==> src/rtl/gpio_in_capture.sv <==
// gpio_in_capture: synchronises and debounces board inputs, latches edges and
// exposes data/mask/edge-capture registers on an Avalon-MM slave with a level irq.
module gpio_in_capture #(
    parameter int WIDTH = 8,
    parameter int DEBOUNCE_CYCLES = 1000000,
    parameter int EDGE_TYPE = 0,
    parameter logic [WIDTH-1:0] IDLE_LEVEL = {WIDTH{1'b0}}
) (
    input  logic             FPGA_CLK_50,
    input  logic             reset,
    input  logic [WIDTH-1:0] pins_in,
    input  logic [1:0]       avs_address,
    input  logic             avs_read,
    input  logic             avs_write,
    input  logic [31:0]      avs_writedata,
    output logic [31:0]      avs_readdata,
    output logic             irq,
    output logic [WIDTH-1:0] stable_out
);
    localparam int CW = $clog2(DEBOUNCE_CYCLES + 1);
    localparam logic [CW-1:0] LAST = CW'(DEBOUNCE_CYCLES - 1);

    logic [WIDTH-1:0] sync1, sync2, stable, irq_mask, edge_cap;
    logic [WIDTH-1:0] flip, edge_evt, w1c;
    logic [CW-1:0]    cnt [WIDTH];
    logic [31:0]      rd_mux;
    logic             unused;

    assign unused = ^avs_writedata;

    always_comb begin
        flip = '0;
        for (int i = 0; i < WIDTH; i++)
            flip[i] = sync2[i] != stable[i] && cnt[i] == LAST;
        edge_evt = EDGE_TYPE == 0 ? flip & sync2 : EDGE_TYPE == 1 ? flip & ~sync2 : flip;
        w1c = avs_write && avs_address == 2'd3 ? avs_writedata[WIDTH-1:0] : '0;
        rd_mux = avs_address == 2'd0 ? 32'(stable) :
                 avs_address == 2'd2 ? 32'(irq_mask) :
                 avs_address == 2'd3 ? 32'(edge_cap) : 32'd0;
    end

    always_ff @(posedge FPGA_CLK_50) begin
        if (reset) begin
            sync1        <= IDLE_LEVEL;
            sync2        <= IDLE_LEVEL;
            stable       <= IDLE_LEVEL;
            irq_mask     <= '0;
            edge_cap     <= '0;
            avs_readdata <= '0;
            for (int i = 0; i < WIDTH; i++)
                cnt[i] <= '0;
        end else begin
            sync1  <= pins_in;
            sync2  <= sync1;
            stable <= stable ^ flip;
            // A glitch back to the stable level, or an accepted change, restarts the count
            for (int i = 0; i < WIDTH; i++)
                cnt[i] <= sync2[i] == stable[i] || flip[i] ? '0 : cnt[i] + CW'(1);
            if (avs_write && avs_address == 2'd2)
                irq_mask <= avs_writedata[WIDTH-1:0];
            edge_cap <= (edge_cap & ~w1c) | edge_evt;
            if (avs_read)
                avs_readdata <= rd_mux;
        end
    end

    assign irq        = |(edge_cap & irq_mask);
    assign stable_out = stable;
endmodule

==> config.mk <==
export PLATFORM = sky130hd
export DESIGN_NAME = gpio_in_capture
export DESIGN_NICKNAME = d
export VERILOG_FILES = /design/src/rtl/gpio_in_capture.sv
export SDC_FILE = /design/constraint.sdc
export NUM_CORES = 1
export LEC_CHECK = 0
export ABC_AREA = 1
export BUFFER_PORTS_ARGS = -buffer_cell sky130_fd_sc_hd__clkbuf_2
export CAP_MARGIN = 5
export CORE_ASPECT_RATIO = 0.7
export CORE_MARGIN = 8
export CORE_UTILIZATION = 45
export DETAILED_ROUTE_END_ITERATION = 8
export PLACE_DENSITY = 0.66
export SYNTH_ARGS = -nofsm -noshare
export SYNTH_HDL_FRONTEND = slang
export SYNTH_SLANG_ARGS = --single-unit
==> constraint.sdc <==
create_clock -name FPGA_CLK_50 -period 1.7 [get_ports FPGA_CLK_50]
set_input_delay 0.17 -clock FPGA_CLK_50 [delete_from_list [all_inputs] [get_ports FPGA_CLK_50]]
set_output_delay 0.17 -clock FPGA_CLK_50 [all_outputs]
set_load 0.01 [all_outputs]
==> Flow_metrics.wiki <==
{| class="wikitable"
! Metric !! Value
|-
| Status || finished, final reports clean
|-
| NumNets Final || 1607
|-
| Post-synthesis cell area || roughly 10000 µm²
|-
| Maximum clock frequency || 649 MHz
|-
| Worst slack after detailed placement || between 0.1 and 0.15 ns
|-
| Number of antenna-violating nets in the routed design || 0
|-
| Global routing usage summed across all routing layers || 15.9%
|-
| Largest family of logic cells by synthesized area || simple AND/OR/NAND/NOR gates
|-
| Area share of the largest cell type after synthesis || 40.9%
|-
| Share of post-route cells with drive strength above 1 || 8.49%
|-
| Final setup slack of the worst path || roughly 0.16 ns
|-
| Buffers plus inverters on the worst setup path || 2
|-
| Largest net degree at the start of global routing || 21
|-
| Startpoint Class || register
|-
| Worst path max stage delay || 0.37 ns
|-
| Clock tree from TritonCTS || built
|-
| Port Buf Inserts || 38
|-
| Library cell occupying the most area in the post-synthesis netlist || dfxtp_1
|-
| Number of diodes added for antenna fixing || 0
|-
| H-tree level count || 1
|-
| HP Class || input port to register
|-
| Clk buf depth || 3
|-
| Setup repair after global routing missed its margin || no
|-
| Design internal power || 0.00766 W
|-
| Clock period minus worst slack || 1.54 ns
|-
| Via count || 8982
|-
| Total negative slack for setup checks || 0 ns
|-
| Number of pins with negative max-slew slack in the final report || 0
|-
| Floorplan die width || 196 µm
|-
| Power share of the clock group || approximately 47%
|-
| Detailed-router iteration count before antenna repair || 6
|-
| Global-route wire length before repair || 37.7 mm
|-
| Final WL || 22.5 mm
|-
| Final RePlAce weighted congestion || 0.910
|-
| Floorplan die area || between 20000 and 30000 µm²
|-
| Data required time at the worst endpoint || 2.09 ns
|-
| Final hold vios || 0
|-
| Cell Chain, Critical Path || ha_2 -> nand3_2 -> inv_2 -> nand3_2 -> o21ai_4 -> buf_4 -> nor3_1
|-
| Post-synthesis adder-cell area fraction || 0.982%
|-
| Vert. Die Dim || 142 µm
|-
| Sequential fraction of design power || 50.6%
|-
| Worst skew pair latency || 0.50 ns
|-
| Kind of critical path || register to register
|-
| Final clock skew || between 0.01 and 0.015 ns
|-
| Top-Level Pins || 87
|-
| Final critical-path share of the clock period || 90.6%
|-
| Mux cell area share after synthesis || 0%
|-
| Global route overflow || 0
|-
| Number of global-route vias before repair || 7872
|-
| CP Capture Type || register
|-
| Effective utilization at floorplan || 45.4%
|-
| Arrival time of the worst setup path || 1.93 ns
|-
| Yosys reg bits || 208
|-
| Sw frac || 21.5%
|-
| Most frequent cells in the layout || nand2_1, nor2_1, dfxtp_1
|-
| Most frequent standard cell in the layout excluding fill and tap cells || nand2_1
|-
| Layout fillers || 2309
|-
| Detailed-placement wirelength estimate || between 15 and 20 mm
|-
| Most used cell along the critical path || nand3_2
|-
| Top post-synthesis cells by area || dfxtp_1, nand2_1, nor2_1
|-
| Synth unique cells || 35
|-
| Leakage power || 3.84 nW
|-
| Row Count || 46
|-
| Net load switching power || approximately 0.0021 W
|-
| Clock-pin slew on the worst setup and hold paths || ~0.060 ns
|-
| Wire length per cell after detailed routing || 12.1 µm
|-
| Total setup violations reported at the end of the flow || 0
|-
| Layout Area Growth over Synthesis || 13.4%
|-
| XOR/XNOR share of the synthesized area || 6.02%
|-
| Setup Fix Bufs, Post-CTS || 0
|-
| Post-placement cell area || 10700 µm²
|-
| Maximum resistive drop on vdd || 0.729 mV
|-
| Slowest stage cell on the critical path || dfxtp_1
|-
| DR DRC count || 0
|-
| Comb pwr share || 2.9%
|-
| Final Instance Area || 11600 µm²
|-
| Simple-gate share of the synthesized area || 37.0%
|-
| Clk sinks || between 200 and 250
|-
| Master cell of the clock root buffer || clkbuf_16
|-
| Number of antenna violations at the first check in global routing || 0
|-
| Complex-gate fraction of the synthesized area || 6.81%
|-
| CTS buffer count || 21
|-
| Drt first-iter violations || approximately 630
|-
| Average footprint of a synthesized cell || 6.88 µm²
|-
| PD cells || about 840 nW/µm²
|-
| Post-Synthesis Cells || 1481
|-
| Area of the core || 22400 µm²
|-
| Highest fanout seen on the critical path || 10
|-
| Synth warn || 0
|-
| Sequential fraction of the synthesis area || around two fifths
|-
| Number of max-cap violations || 0
|-
| Largest delay share family, worst path || flip-flops
|-
| Number of vias per cell || 4.84
|}
==> cells in the mapped netlist <==
| cell type | count |
|---|---|
| nand2_1 | 368 |
| o21ai_0 | 21 |
| clkbuf_1 | 5 |
| dfxtp_1 | 208 |
| o21bai_1 | 4 |
| buf_1 | 2 |
| a41oi_1 | 8 |
| nor2_4 | 1 |
| o21bai_4 | 2 |
| inv_1 | 137 |
| or2_2 | 8 |
| nand2_2 | 5 |
| xor2_1 | 41 |
| nand4_1 | 40 |
| o21ai_2 | 1 |
| nor2_2 | 14 |
| inv_2 | 2 |
| conb_1 | 1 |
| o21ai_1 | 1 |
| o21a_1 | 1 |
| or2_0 | 9 |
| buf_2 | 10 |
| nor2_1 | 314 |
| and3_1 | 1 |
| nand3_2 | 8 |
| nand3_1 | 84 |
| xnor2_1 | 29 |
| buf_4 | 27 |
| buf_6 | 4 |
| nand4_2 | 1 |
| nor3_4 | 1 |
| nor3_1 | 12 |
| nand3b_1 | 17 |
| ha_1 | 8 |
| a21oi_1 | 86 |
==> stage by stage <==
stage,utilization [%],total power (W),std cells,hold WS (ns)
6_report,51.5,0.00976,1854,0.0655
5_1_grt,51.5,0.0101,1854,0.0858
4_1_cts,51.4,0.00989,1854,0.0599
3_5_place_dp,47.7,0.00529,1802,0.387
3_3_place_gp,47.7,0.00529,1802,0.374
2_1_floorplan,-,0.00524,1504,0.277
==> sequential cells by signal (all words and copies together) (netlist names), named ones only <==
signal	flops
cnt	160
sync1	8
sync2	8
irq_mask	8
edge_cap	8
avs_readdata	8
==> path summary, 6_finish.rpt <==
kind,slack [ns],cells past startpoint,from,endpoint
max,0.16,7,cnt[0][101],cnt[0][108]
max reg2reg,0.16,7,cnt[0][101],cnt[0][108]
min,0.07,2,reset,register
min reg2reg,0.40,2,sync1[4],sync2[4]
==> cell type report <==
cell class                      instances  area [µm²]  area share [%]
Clock inverter                          4        48.8           0.422
Clock buffer                           32         617            5.34
Sequential cell                       208        4160            36.0
Multi-Input combinational cell       1109        5290            45.8
Timing Repair Buffer                   74         551            4.76
Tap cell                              288         360            3.12
Inverter                              139         522            4.52
==> routing by layer <==
layer  routed length, µm  part of all wire, %  track usage [%]  vias up
met5                   0                    0                0        -
met4                 386                  1.7             3.18        0
met3                 892                  4.0             2.39       27
met2                9330                   41             24.7      152
met1               11900                   53             23.2     4016
li1                    -                    -                -     4787
==> timing repair <==
action                                  CTS  global route
endpoints found under the setup margin    0            31
hold endpoints to repair                 23             0
gates resized for setup                   0             5
hold buffers                             16             0
==> power groups by stage <==
stage	clock [W]	combinational [W]	sequential, W
floorplan	0	0.000189	0.00505
global placement	0	0.000243	0.00505
detailed placement	0	0.000246	0.00505
CTS	0.00467	0.000279	0.00494
global route	0.00488	0.000311	0.00494
finish	0.00454	0.000279	0.00494
==> kinds of logic (layout without fill, tap and decap cells) <==
| logic type | count (synthesis) | in the layout |
|---|---|---|
| XOR/XNOR | 70 | 70 |
| other | 1 | 24 |
| flip-flops | 208 | 208 |
| AND/OR/NAND/NOR | 883 | 883 |
| buffers and inverters | 187 | 249 |
| adder cells (fa/ha/maj) | 8 | 8 |
| AO/OA/AOI/OAI | 124 | 124 |
No activity file was read; power rests on OpenSTA's default activity.
